## config.mk

```make
export PLATFORM = sky130hd
export DESIGN_NAME = heater_ctrl
export DESIGN_NICKNAME = d
export VERILOG_FILES = /design/src/rtl/heater_pkg.sv /design/src/rtl/heater_ctrl_sec_timer.sv /design/src/rtl/heater_ctrl.sv
export SDC_FILE = /design/constraint.sdc
export NUM_CORES = 1
export LEC_CHECK = 0
export ABC_AREA = 1
export BUFFER_PORTS_ARGS = -buffer_cell sky130_fd_sc_hd__buf_2
export CAP_MARGIN = 20
export CELL_PAD_IN_SITES_DETAIL_PLACEMENT = 0
export CELL_PAD_IN_SITES_GLOBAL_PLACEMENT = 1
export CORE_MARGIN = 1
export CORE_UTILIZATION = 35
export DETAILED_ROUTE_END_ITERATION = 16
export PLACE_DENSITY = 0.67
export SYNTH_ARGS = -nofsm -noshare
export SYNTH_HDL_FRONTEND = slang
export SYNTH_SLANG_ARGS = --single-unit
```

## constraint.sdc

```tcl
create_clock -name clk -period 3.1 [get_ports clk]
set_clock_uncertainty 0.05 [all_clocks]
set_input_delay 0 -clock clk [delete_from_list [all_inputs] [get_ports clk]]
set_output_delay 0 -clock clk [all_outputs]
set_load 0.05 [all_outputs]
```

## src/rtl/heater_pkg.sv

```systemverilog
// heater_pkg: shared state encoding, key indices and seconds width for the bath heater controller.
package heater_pkg;
    typedef enum logic [2:0] {
        OFF     = 3'd0,
        IDLE    = 3'd1,
        PREFAN  = 3'd2,
        HEAT    = 3'd3,
        OVERRUN = 3'd4
    } state_t;
    localparam int KEY_PWR   = 0;
    localparam int KEY_HEAT  = 1;
    localparam int KEY_FAN   = 2;
    localparam int KEY_LIGHT = 3;
    localparam int SEC_W     = 12;
endpackage

```

## src/rtl/heater_ctrl_sec_timer.sv

```systemverilog
// sec_timer: prescaler producing a 1 s tick plus a seconds counter, both cleared by clr.
module sec_timer
    import heater_pkg::*;
#(
    parameter int TICK_CYCLES = 50000000
) (
    input  logic             clk,
    input  logic             rst,
    input  logic             clr,
    output logic             tick,
    output logic [SEC_W-1:0] sec
);
    localparam int PW = (TICK_CYCLES > 1) ? $clog2(TICK_CYCLES) : 1;
    logic [PW-1:0]    r_pre;
    logic [SEC_W-1:0] r_sec;
    assign tick = (r_pre == PW'(TICK_CYCLES - 1));
    assign sec  = r_sec;
    always_ff @(posedge clk or posedge rst) begin
        if (rst) begin
            r_pre <= '0;
            r_sec <= '0;
        end else if (clr) begin
            r_pre <= '0;
            r_sec <= '0;
        end else begin
            r_pre <= tick ? '0 : r_pre + PW'(1);
            r_sec <= tick ? r_sec + SEC_W'(1) : r_sec;
        end
    end
endmodule

```

## src/rtl/heater_ctrl.sv

```systemverilog
// heater_ctrl: bath heater mode FSM with fan pre-run/overrun interlocks and heat auto-off.
// Optional key beep output enabled by defining HEATER_BEEP_EN.
module heater_ctrl
    import heater_pkg::*;
#(
    parameter int TICK_CYCLES = 50000000,
    parameter int PREFAN_S    = 3,
    parameter int OVERRUN_S   = 30,
    parameter int AUTO_OFF_S  = 1800
) (
    input  logic             clk,
    input  logic             rst,
    input  logic [3:0]       key_pulse,
    output logic             heat_on,
    output logic             fan_on,
    output logic             light_on,
    output logic [2:0]       state,
    output logic [SEC_W-1:0] remain_s
`ifdef HEATER_BEEP_EN
    ,
    output logic             beep
`endif
);
    state_t           r_state;
    state_t           w_nxt;
    logic             r_heat, r_fan, r_light, r_off_pend;
    logic [SEC_W-1:0] r_remain;
    logic             w_tick, w_clr, w_acc;
    logic [SEC_W-1:0] w_sec;
    logic             w_pwr, w_heat, w_fan, w_light, w_rearm;
    logic             w_pre_done, w_heat_done, w_ovr_done;
    // power > heat > fan; light is independent
    assign w_pwr   = key_pulse[KEY_PWR];
    assign w_heat  = key_pulse[KEY_HEAT] & ~w_pwr;
    assign w_fan   = key_pulse[KEY_FAN] & ~key_pulse[KEY_PWR] & ~key_pulse[KEY_HEAT];
    assign w_light = key_pulse[KEY_LIGHT];
    assign w_rearm = w_heat & ~r_off_pend;
    // >= rather than == so an expiry discarded by a key fires on the next tick
    assign w_pre_done  = w_tick && (w_sec >= SEC_W'(PREFAN_S - 1));
    assign w_ovr_done  = w_tick && (w_sec >= SEC_W'(OVERRUN_S - 1));
    assign w_heat_done = w_tick && (r_remain == SEC_W'(1));
    assign w_clr = (w_nxt != r_state);
    sec_timer #(.TICK_CYCLES(TICK_CYCLES)) u_timer (
        .clk (clk),
        .rst (rst),
        .clr (w_clr),
        .tick(w_tick),
        .sec (w_sec)
    );
    always_comb begin
        w_nxt = r_state;
        w_acc = 1'b0;
        case (r_state)
            OFF: begin
                w_nxt = w_pwr ? IDLE : OFF;
                w_acc = w_pwr;
            end
            IDLE: begin
                w_nxt = w_pwr ? OFF : w_heat ? PREFAN : IDLE;
                w_acc = w_pwr | w_heat | w_fan | w_light;
            end
            PREFAN: begin
                w_nxt = w_pwr ? OFF : w_heat ? IDLE : w_pre_done ? HEAT : PREFAN;
                w_acc = w_pwr | w_heat | w_light;
            end
            HEAT: begin
                w_nxt = (w_pwr | w_heat | w_heat_done) ? OVERRUN : HEAT;
                w_acc = w_pwr | w_heat | w_light;
            end
            OVERRUN: begin
                w_nxt = w_rearm ? PREFAN : w_pwr ? OVERRUN :
                        w_ovr_done ? (r_off_pend ? OFF : IDLE) : OVERRUN;
                w_acc = w_pwr | w_rearm | w_light;
            end
            default: w_nxt = OFF;
        endcase
    end
    always_ff @(posedge clk or posedge rst) begin
        if (rst) begin
            r_state    <= OFF;
            r_heat     <= 1'b0;
            r_fan      <= 1'b0;
            r_light    <= 1'b0;
            r_off_pend <= 1'b0;
            r_remain   <= '0;
        end else begin
            r_state    <= w_nxt;
            r_heat     <= (w_nxt == HEAT);
            r_fan      <= (w_nxt == PREFAN || w_nxt == HEAT || w_nxt == OVERRUN) ? 1'b1 :
                          (w_nxt == IDLE && r_state == IDLE) ? r_fan ^ w_fan : 1'b0;
            r_light    <= (w_nxt == OFF || r_state == OFF) ? 1'b0 : r_light ^ w_light;
            r_off_pend <= (w_nxt == OFF || w_nxt == IDLE) ? 1'b0 :
                          ((r_state == HEAT || r_state == OVERRUN) && w_pwr) ? 1'b1 : r_off_pend;
            r_remain   <= (w_nxt != HEAT) ? '0 :
                          (r_state != HEAT) ? SEC_W'(AUTO_OFF_S) :
                          w_tick ? r_remain - SEC_W'(1) : r_remain;
        end
    end
    assign heat_on  = r_heat;
    assign fan_on   = r_fan;
    assign light_on = r_light;
    assign state    = r_state;
    assign remain_s = r_remain;
`ifdef HEATER_BEEP_EN
    localparam int BEEP_CYCLES = (TICK_CYCLES / 10 > 0) ? TICK_CYCLES / 10 : 1;
    localparam int BW = $clog2(BEEP_CYCLES + 1);
    logic          r_beep;
    logic [BW-1:0] r_bcnt;
    always_ff @(posedge clk or posedge rst) begin
        if (rst) begin
            r_beep <= 1'b0;
            r_bcnt <= '0;
        end else if (w_acc) begin
            r_beep <= 1'b1;
            r_bcnt <= BW'(BEEP_CYCLES - 1);
        end else if (r_bcnt != '0) begin
            r_bcnt <= r_bcnt - BW'(1);
        end else begin
            r_beep <= 1'b0;
        end
    end
    assign beep = r_beep;
`else
    logic w_unused;
    assign w_unused = w_acc;
`endif
endmodule

```

==> impl_metrics.tcl <==
set metrics [dict create \
    outcome "finished, final reports clean" \
    layout-drive-gt1-share 0.173 \
    synth-seq-cells 57 \
    synth_top_cells_by_count "95 x nand2_1, 85 x nor2_1, 57 x dfrtp_1, 57 x inv_1, 30 x nand3_1" \
    crit_fanout 28 \
    peakVddDrop_mv 0.390 \
    die_x_microns 103 \
    clock_path_buffers 2 \
    grt_overflow 0 \
    p_sw_uw 865 \
    core_area_sq_um 9820 \
    hold_class "input pin to flop" \
    h-tree-depth 3 \
    die_h_microns 103 \
    grt_pass1_vias 3013 \
    cp_slowest_cell "dfrtp_1" \
    die_area_sq_um 10600 \
    post-cts-setup-buffers 0 \
    vias_per_cell 4.75 \
    end_kind "flop" \
    nets 527 \
    combPwrFrac 0.290 \
    area_growth_pct 14.7 \
    cts_tree "built" \
    grt_antenna_before_repair 0 \
    route.detailed.drc 0 \
    arrival_ps 2800 \
    drv_slew 0 \
    setup_ws_ps 472 \
    yosys.area.top_type "dfrtp_1" \
    wl_per_cell_microns 13.3 \
    grt_usage 0.177 \
    path_cells "ha_1 > nand2_1 > nor2_1 > nand3_2 > nor2_4 > nand3_2 > nand3_2 > nand2_2 > o21bai_1 > nor2_1 > nand2_2 > buf_12 > nor2_1" \
    cts_resized 0 \
    n_antenna_cell 0 \
    gp_congestion 0.819 \
    path_clk_slew_ps 70 \
    synth_edf_count 0 \
    rows 36 \
    ys_warn_count 0 \
    async_reset_ff_frac 1.00 \
    cts_buffers 9 \
    vias 3097 \
    clockRootBuffer "clkbuf_8" \
    syn_inst 479 \
    wirelength_microns 8650 \
    io_buffers 23 \
    slowest_delay_ps 420 \
    max_slew.worst_pin.slew_ps 528 \
    slew-limit-headroom 0.648 \
    intPower_uw 1460 \
    synth_area_leaders "dfrtp_1 40%, nand2_1 10%, nor2_1 8.9%, inv_1 6.0%, xor2_1 4.7%" \
    p_sw_frac 0.372 \
    clock_sinks 57 \
    fillerInstances 1042 \
    worstPathRequired_ps 3270 \
    total_leakage_power_uw 0.00181 \
    path_class "flop to flop" \
    ys.flop_type "dfrtp_1" \
    ant_nets 0 \
    final_core_util 0.417 \
    clk_latency_ps 340 \
    crit_buf_inv 1 \
    post-place-ws_ps 465 \
    dr.pass1.iters 4 \
    postSynthAreaPerCell_sq_um 7.45 \
    drt_iter0_markers 129 \
    synth_top_area_frac 0.399 \
    grt_max_degree 42 \
    setup_tns_ps 0 \
    grt_pass1_wl_microns 14300 \
    clkPwrFrac 0.352 \
    hold_slack_ps 70.2 \
    initial_utilization 0.364 \
    fin_crit_ps 2630 \
    finalCritPeriodShare 0.848 \
    crit_path_start_kind "flop" \
    timing.fmax_ghz 0.381 \
    pwr-share-seq 0.358 \
    setup-violations-final 0 \
    ys_seq_area_frac 0.399 \
    rsz0062_at_grt "false" \
    ys_types 28 \
    p_total_uw 2320 \
    hold_viol 0 \
    critPathTopFamily "simple AND/OR/NAND/NOR gates" \
    dpl.hpwl_microns 6250 \
    ioPinCount 24 \
    synth_most_common_cell "nand2_1" \
    syn_nets 492 \
    maxCapViolCount 0 \
    power_density_nw_per_um2 567 \
    syn_area_sq_um 3570 \
]
## layout make-up
type	instances	area, sq um	area share
Timing Repair Buffer	33	213	0.0519
Sequential cell	57	1430	0.348
Clock buffer	11	151	0.0370
Clock inverter	5	77.6	0.0189
Tap cell	133	166	0.0406
Inverter	58	218	0.0532
Multi-Input combinational cell	355	1840	0.450
## power groups by stage
stage	logic (uW)	registers, uW	clock network [uW]
floorplan	499	947	0
global placement	675	843	0
detailed placement	678	845	0
CTS	688	831	838
global route	735	837	869
finish	673	832	818
## routing by layer
| metal | part of all wire | global-route usage |
|---|---|---|
| met1 | 0.47 | 0.218 |
| met2 | 0.49 | 0.307 |
| met3 | 0.026 | 0.0393 |
| met4 | 0.017 | 0.0596 |
| met5 | 0 | 0 |
## worst min-delay path, stage by stage
cell	delay [ps]
buf_2	110
inv_1	50
nand2_1	60
nand2_1	90
nand4_4	110
## state kept, by name, indices dropped and copies added (netlist names)
name           flops
u_timer.r_pre     26
heat_on            1
state              3
u_timer.sec       12
remain_s          12
r_off_pend         1
light_on           1
fan_on             1
## final timing paths
path	start	endpoint	slack, ps	depth (start not counted)
max in group asynchronous	rst	u_timer.r_pre[12]	2000	4
worst max-delay path	u_timer.r_pre[0]	u_timer.r_pre[0]	470	13
worst max register to register	u_timer.r_pre[0]	u_timer.r_pre[0]	470	13
worst min-delay path	key_pulse[1]	state[0]	70	5
min in group asynchronous	rst	remain_s[8]	140	3
worst min register to register	r_off_pend	r_off_pend	490	2
## cell families (layout without fill, tap and decap cells)
family / Yosys count / count (layout) / synth area share
DFF: 57 / 57 / 0.399
and+or+nand+nor: 299 / 299 / 0.392
AOI/OAI and AO/OA: 22 / 22 / 0.0336
buffers and inverters: 67 / 107 / 0.0844
xor gates and xnor gates: 27 / 27 / 0.0662
adders and majority gates: 7 / 7 / 0.0245
## placed cells by master (no fill, tap or decap), drive strengths merged
cell type	n
inv	58
o211ai	1
xor2	19
nand2	99
or2	9
clkbuf	11
dlygate4sd3	4
ha	7
nor4	3
nand3b	3
o21ai	10
dfrtp	57
nor2	110
bufinv	2
nand4	19
clkinvlp	1
xnor2	8
o21bai	2
buf	29
o22ai	2
a21oi	7
nor3	22
nand3	34
clkinv	2
## what timing repair did
action | CTS | global route
hold buffers | 4 | 0
endpoints found under the setup margin | 0 | 0
endpoints found under the hold margin | 19 | 0
## stage by stage
step           instance area [sq um]  std cells
5_1_grt                         4100        652
6_report                        4100        652
3_3_place_gp                    3830        632
4_1_cts                         4100        652
3_5_place_dp                    3830        632
2_1_floorplan                   3570        479
Power figures use the tool's default switching activity.
